==> config.mk <==
export PLATFORM = sky130hd
export DESIGN_NAME = seq_normalizer
export DESIGN_NICKNAME = d
export VERILOG_FILES = /design/src/rtl/seq_normalizer_pkg.sv /design/src/rtl/seq_normalizer_norm_detect.sv /design/src/rtl/seq_normalizer.sv
export SDC_FILE = /design/constraint.sdc
export NUM_CORES = 1
export LEC_CHECK = 0
export BUFFER_PORTS_ARGS = -buffer_cell sky130_fd_sc_hd__buf_2
export CORE_MARGIN = 5
export CORE_UTILIZATION = 58
export CTS_CLUSTER_DIAMETER = 50
export DETAILED_ROUTE_END_ITERATION = 6
export PLACE_DENSITY = 0.86
export SLEW_MARGIN = 20
export SYNTH_ARGS = -nofsm -noshare
export SYNTH_HDL_FRONTEND = slang
export SYNTH_SLANG_ARGS = --single-unit
==> constraint.sdc <==
create_clock -name clk_i -period 4.06 [get_ports clk_i]
set_input_delay 0.203 -clock clk_i [delete_from_list [all_inputs] [get_ports clk_i]]
set_output_delay 0.203 -clock clk_i [all_outputs]
set_load 0.005 [all_outputs]
==> src/rtl/seq_normalizer_pkg.sv <==
// Shared types and constants for the sequential normalizer.
package seq_normalizer_pkg;

  typedef enum logic [1:0] {
    IDLE  = 2'd0,
    SHIFT = 2'd1,
    DONE  = 2'd2
  } state_t;

  localparam int DEFAULT_WIDTH = 32;

endpackage

==> src/rtl/seq_normalizer_norm_detect.sv <==
// Combinational normalized-condition check: MSB set (unsigned) or
// top two bits differing (signed).
module norm_detect #(
  parameter int WIDTH = 32
) (
  input  logic [WIDTH-1:0] value,
  input  logic             signed_mode,
  output logic             normalized
);

  assign normalized = signed_mode ? (value[WIDTH-1] ^ value[WIDTH-2]) : value[WIDTH-1];

endmodule

==> src/rtl/seq_normalizer.sv <==
// Iterative left-shift normalizer, one shift per clock.
// Signed normalization is built only when SEQ_NORMALIZER_SIGNED_EN is defined.
//
// state | meaning
// IDLE  | waiting for start_i, results held
// SHIFT | test normalized condition, shift left by one if not yet met
// DONE  | one-cycle done_o pulse, results valid
module seq_normalizer
  import seq_normalizer_pkg::*;
#(
  parameter int WIDTH = DEFAULT_WIDTH
) (
  input  logic                     clk_i,
  input  logic                     rst_i,
  input  logic                     start_i,
  input  logic [WIDTH-1:0]         data_i,
  input  logic                     signed_i,
  output logic                     busy_o,
  output logic                     done_o,
  output logic [WIDTH-1:0]         data_o,
  output logic [$clog2(WIDTH)-1:0] shift_count_o,
  output logic                     zero_o
);

  localparam int CW = $clog2(WIDTH);
  localparam logic [CW-1:0] COUNT_MAX = CW'(WIDTH - 1);

  state_t           state_q, state_d;
  logic [WIDTH-1:0] work_q;
  logic [CW-1:0]    count_q;
  logic             zero_q;
  logic             signed_mode;
  logic             normalized;
  logic             finish;

`ifdef SEQ_NORMALIZER_SIGNED_EN
  logic signed_mode_q;

  always_ff @(posedge clk_i) begin
    if (rst_i) begin
      signed_mode_q <= 1'b0;
    end else if (state_q == IDLE && start_i) begin
      signed_mode_q <= signed_i;
    end
  end

  assign signed_mode = signed_mode_q;
`else
  logic signed_unused;

  assign signed_unused = signed_i;
  assign signed_mode   = 1'b0;
`endif

  norm_detect #(.WIDTH(WIDTH)) u_norm_detect (
    .value       (work_q),
    .signed_mode (signed_mode),
    .normalized  (normalized)
  );

  // Count saturation also terminates the all-zero / all-ones cases.
  assign finish = normalized || (count_q == COUNT_MAX);

  always_comb begin
    state_d = state_q;
    case (state_q)
      IDLE:    if (start_i) state_d = SHIFT;
      SHIFT:   if (finish) state_d = DONE;
      DONE:    state_d = IDLE;
      default: state_d = IDLE;
    endcase
  end

  always_ff @(posedge clk_i) begin
    if (rst_i) begin
      state_q       <= IDLE;
      work_q        <= '0;
      count_q       <= '0;
      zero_q        <= 1'b0;
      data_o        <= '0;
      shift_count_o <= '0;
      zero_o        <= 1'b0;
    end else begin
      state_q <= state_d;
      case (state_q)
        IDLE: begin
          if (start_i) begin
            work_q  <= data_i;
            count_q <= '0;
            zero_q  <= (data_i == '0);
          end
        end
        SHIFT: begin
          if (finish) begin
            data_o        <= work_q;
            shift_count_o <= count_q;
            zero_o        <= zero_q;
          end else begin
            work_q  <= {work_q[WIDTH-2:0], 1'b0};
            count_q <= count_q + CW'(1);
          end
        end
        default: ;
      endcase
    end
  end

  assign busy_o = (state_q != IDLE);
  assign done_o = (state_q == DONE);

endmodule

==> results.tsv, run 1 <==
metric	value	unit
synth-seq-cells	78	
synthSimpleGateAreaFrac	25.2	%
netlist_area	3360	µm²
r2r-end	work_q[19]	
wl_per_cell	15.1	µm
synthTopCellsByArea	dfxtp_1 (46%), nand2_1 (16%), a311oi_2 (14%)	
grt_usage	22.6	%
start_util	60.3	%
grt_pass1_wl	13.3	mm
dp_slack	1.66	ns
cts_hold_buf	0	
cts_setup_buffers	0	
rr_startpoint	count_q[0]	
n_fill_cell	460	
wl	8.00	mm
synth_compound_area_share	21.6	%
num_io_pins	76	
antenna_found_initial	0	
die_height	86.1	µm
ys_async_sr_fraction	0	%
rrSetupSlack	1.61	ns
nNetsFinal	496	
cp_cell_sequence	ha_1 -> and3_1 -> ha_1 -> or3b_4 -> a21oi_4 -> buf_4 -> nor2_1 -> a311oi_2	
critical-path-max-stage-delay	0.41	ns
crit_slowest_cell	or3b_4	
first_pass_iters	4	
critPathLaunchType	flop	
dp_hpwl	5.53	mm
h-tree-depth	3	
end_kind	flop	
ctsLongestPathBuffers	2	
arrival	2.70	ns
finalCriticalPeriod	2.45	ns
p_leak	1.55	nW
ant_nets	0	
drv_cap	0	
setup_violations	0	
most-common-layout-cells	nand2_1 (141), dfxtp_1 (78), buf_2 (74)	
vias	2978	
syn_nets	434	
final_common_cell	nand2_1	
rsz0062_at_grt	no	
drive_gt1_share	28.4	%
gp_congestion	0.828	
synth_top_family_by_area	simple AND/OR/NAND/NOR gates	
ys_seq_area_share	46.5	%
synth_cell_types	33	
hold_class	input pin to flop	
slew_headroom	37.7	%
cts_resized	0	
cts_tree	built	
synthMuxAreaShare	0.596	%
root_buffer	clkbuf_8	
io_buffers	74	
cts_inserted_buffers	9	
seqCellArea	1560	µm²
status	complete, no violations	
diodes	0	
tns	0	ns
grt_pass1_vias	2827	
yosysWarnings	0	
worst_slew_pin_slew	0.935	ns
clk_pin_slew	0.07	ns
insertion_delay	0.34	ns
cts.sink_count	78	
die-area	7420	µm²
synthCells	396	
synth-edff-count	0	
critPathLaunch	count_q[0]	
ir_drop	267	µV
drc_errors	0	
multi_input_area	1620	µm²
hold_viol	0	
via_per_inst	5.63	
die-width	86.1	µm
critPathMaxFanout	36	
synth_top_cell_area_share	46.5	%
overflow	0	
clock_skew	0.00727	ns
fmax	408	MHz
synth_fa_ha_area_share	0.745	%
period_share	60.4	%
syn_avg_cell_area	8.49	µm²
power_density	414	nW/µm²
synthXorXnorAreaFrac	0	%
power	0.00159	W
cp_common_cell	ha_1	
maxSlewViolCount	0	
synth_top_area_cell	dfxtp_1	
synth_top_flop_cell	dfxtp_1	
ff2ff_path_depth	8	
setup_slack	1.61	ns
coreArea	5570	µm²
rows	27	
syn_to_final_growth	14.3	%
setup.worst_path.class	flop to flop	
grt_max_degree	78	
worstPathRequired	4.30	ns
drt_iter0_markers	177	
crit_path_end	work_q[19]	
## area by class of cell
class                   instances  area share (%)
clock buffers                  10            3.58
well taps                      72            2.35
repair buffers                 82            11.2
flip-flops and latches         78            40.7
multi-input cells             287            42.2
## logic make-up after synthesis
kind of cell               count (synthesis)
buffers and inverters                     31
and+or+nand+nor                          205
AOI/OAI and AO/OA                         78
DFF                                       78
muxes                                      2
adders and majority gates                  2
## synthesized netlist by cell type, types with 2 or more instances
master      n
a21oi_1    39
a22oi_1     2
a311oi_2   31
buf_2       8
buf_6       6
clkbuf_1   16
dfxtp_1    78
ha_1        2
mux2i_1     2
nand2_1   141
nand2b_1    2
nand3_1     2
nand4_1     2
nor2_1     39
nor3b_1     2
nor4_1      6
or4_1       2
## stage by stage
stage	utilization, %	hold WS (ns)	area (µm²)	std cells
after floorplan	-	0.351	3360	396
after global placement	66.4	0.437	3700	519
after detailed placement	66.4	0.444	3700	519
after CTS	68.9	0.130	3840	529
after global routing	68.9	0.155	3840	529
final	68.9	0.136	3840	529
## flip-flops by register name (all words and copies together), names as in the netlist
name,flops
data_o,32
shift_count_o,5
zero_q,1
count_q,5
state_q,2
zero_o,1
work_q,32
## power breakdown
group          leakage, nW  internal [W]  switching, W
Sequential           0.637      0.000818     0.0000419
Combinational        0.842      0.000102      0.000170
Clock               0.0719      0.000218      0.000238
## how the worst min path moves through the flow
| stage | start | end | slack (ns) | cells past startpoint |
|---|---|---|---|---|
| after floorplan | data_i[0] | work_q[0] | 0.35 | 2 |
| after global placement | zero_q | zero_q | 0.44 | 2 |
| after detailed placement | data_o[7] | data_o[7] | 0.44 | 2 |
| after CTS | data_i[0] | work_q[0] | 0.13 | 3 |
| after global routing | data_i[0] | work_q[0] | 0.15 | 3 |
| final | data_i[0] | work_q[0] | 0.14 | 3 |
## per-layer routing
| metal | vias up | GRT usage [%] | routed length, µm | part of all wire, % |
|---|---|---|---|---|
| met3 | 13 | 5.38 | 554 | 6.9 |
| met1 | 1405 | 29.8 | 3440 | 43 |
| li1 | 1466 | - | - | - |
| met2 | 94 | 35.7 | 3890 | 49 |
| met4 | 0 | 8.92 | 119 | 1.5 |
| met5 | - | 0 | 0 | 0 |
## critical path: cells and delay by family (launching register included)
kind | cells | cell delay (ns)
flops | 1 | 0.36
simple gates | 3 | 0.74
fa+ha+maj | 2 | 0.48
compound gates | 2 | 0.38
buf+inv | 1 | 0.41
No activity file was read; power rests on OpenSTA's default activity.
==> run 2: changes to the inputs <==
CORE_UTILIZATION = 53   (was 58)
PLACE_DENSITY = 0.79   (was 0.86)
clock period = 2.4 ns   (was 4.06 ns; I/O delays follow)
==> results.tsv, run 2 (same netlist as run 1, synthesis figures left out) <==
metric	value	unit	change
final_common_cell	nand2_1		
cts_hold_buf	0		unchanged
cts_resized	0		unchanged
num_io_pins	76		unchanged
vias	2975		-0.10%
ant_nets	0		unchanged
grt_usage	20.4	%	-2.2 points
top_regs	data_o: 32 flops, work_q: 32 flops		
grt_pass1_vias	2809		-0.64%
drt_iter0_markers	160		-9.6%
drc_errors	0		unchanged
status	complete, no violations		
grt_max_degree	58		-26%
clk_pin_slew	0.08	ns	about the same
io_buffers	74		unchanged
wl	7.85	mm	-1.9%
root_buffer	clkbuf_8		
critPathLaunchType	flop		
rsz0062_at_grt	yes		
maxSlewViolCount	0		unchanged
finalCriticalPeriod	2.30	ns	-0.147 ns
cts_tree	built		
whs_path_depth	3		unchanged
rr_startpoint	count_q[0]		
drive_gt1_share	29.5	%	+1.0 points
gp_congestion	0.795		-4.0%
arrival	2.55	ns	-0.15 ns
dp_hpwl	5.47	mm	-1.0%
cts_inserted_buffers	9		unchanged
hold_ws	0.0419	ns	-0.0942 ns
grt_pass1_wl	12.7	mm	-4.7%
h-tree-depth	3		unchanged
cts.sink_count	78		unchanged
finish.utilization	63.9	%	-5.0 points
period_share	96.0	%	+36 points
fmax	434	MHz	+6.4%
setup_violations	0		unchanged
via_per_inst	5.49		-2.5%
overflow	0		unchanged
die-area	8030	µm²	+8.3%
cts_setup_buffers	0		unchanged
ff2ff_path_depth	8		unchanged
die_height	89.6	µm	+4.1%
die-width	89.6	µm	+4.1%
antenna_found_initial	0		unchanged
ctsLongestPathBuffers	2		unchanged
fin_cells	542		+2.5%
power_density	766	nW/µm²	+85%
syn_to_final_growth	18.6	%	
first_pass_iters	4		unchanged
coreArea	6240	µm²	+12%
wl_per_cell	14.5	µm	-4.3%
diodes	0		unchanged
nNetsFinal	498		+0.40%
worst_slew_pin_slew	0.715	ns	-0.219 ns
hold_viol	0		unchanged
critPathMaxFanout	35		-2.8%
rrSetupSlack	0.1	ns	-1.51 ns
clock_skew	0.00796	ns	+0.000687 ns
insertion_delay	0.35	ns	about the same
drv_cap	0		unchanged
placedCellCount	526		+1.3%
setup_slack	0.0962	ns	-1.51 ns
n_fill_cell	537		+17%
end_kind	flop		
most-common-layout-cells	nand2_1 (141), dfxtp_1 (78), buf_2 (73)		
setup.worst_path.class	flop to flop		
slew_headroom	52.3	%	+15 points
worstPathRequired	2.65	ns	-1.65 ns
tns	0	ns	unchanged
r2r-end	work_q[2]		
hold_path_end	work_q[0]		
worstHoldStart	data_i[0]		
p_leak	1.62	nW	+4.3%
ir_drop	404	µV	+52%
hold_class	input pin to flop		
start_util	53.8	%	-6.4 points
dp_slack	0.128	ns	-1.53 ns
rows	29		+7.4%
[run 2: layout make-up]
cell class / count / area (µm²) / area share, %
Sequential cell: 78 / 1560 / 39.2
Clock buffer: 13 / 169 / 4.24
Clock inverter: 3 / 65.1 / 1.63
Tap cell: 77 / 96.3 / 2.42
Timing Repair Buffer: 84 / 473 / 11.9
Multi-Input combinational cell: 287 / 1620 / 40.7
[run 2: layer usage]
metal	vias to the layer above	wire [µm]	global-route usage [%]
li1	1475	-	-
met1	1413	3410	25.6
met2	78	3860	33.8
met3	9	475	4.01
met4	0	108	9.20
met5	-	0	0
[run 2: how the worst max path moves through the flow]
| stage | start | end | cells after the start |
|---|---|---|---|
| after CTS | count_q[0] | work_q[2] | 8 |
| after detailed placement | count_q[0] | work_q[2] | 8 |
| final | count_q[0] | work_q[2] | 8 |
| after floorplan | count_q[0] | work_q[11] | 8 |
| after global routing | count_q[0] | work_q[6] | 8 |
| after global placement | count_q[0] | count_q[2] | 8 |
[run 2: where the power goes]
| part | total (W) | internal, W | switching [W] |
|---|---|---|---|
| clock | 0.00113 | 0.000670 | 0.000460 |
| sequential | 0.00145 | 0.00138 | 0.0000691 |
| combinational | 0.000474 | 0.000190 | 0.000284 |
[run 2: metrics by stage]
stage | cell area (µm²) | total power, W
2_1_floorplan | 3360 | 0.00184
3_3_place_gp | 3750 | 0.00193
3_5_place_dp | 3750 | 0.00195
4_1_cts | 3990 | 0.00307
5_1_grt | 3990 | 0.00319
6_report | 3990 | 0.00306
[run 2: worst max-delay path: stages (launching register included)]
cell and delay, ns:
dfxtp_1 0.36, ha_1 0.25, and3_1 0.19, ha_1 0.22, or3b_4 0.41, a21oi_4 0.20
buf_12 0.24, nor2_1 0.08, a311oi_2 0.25
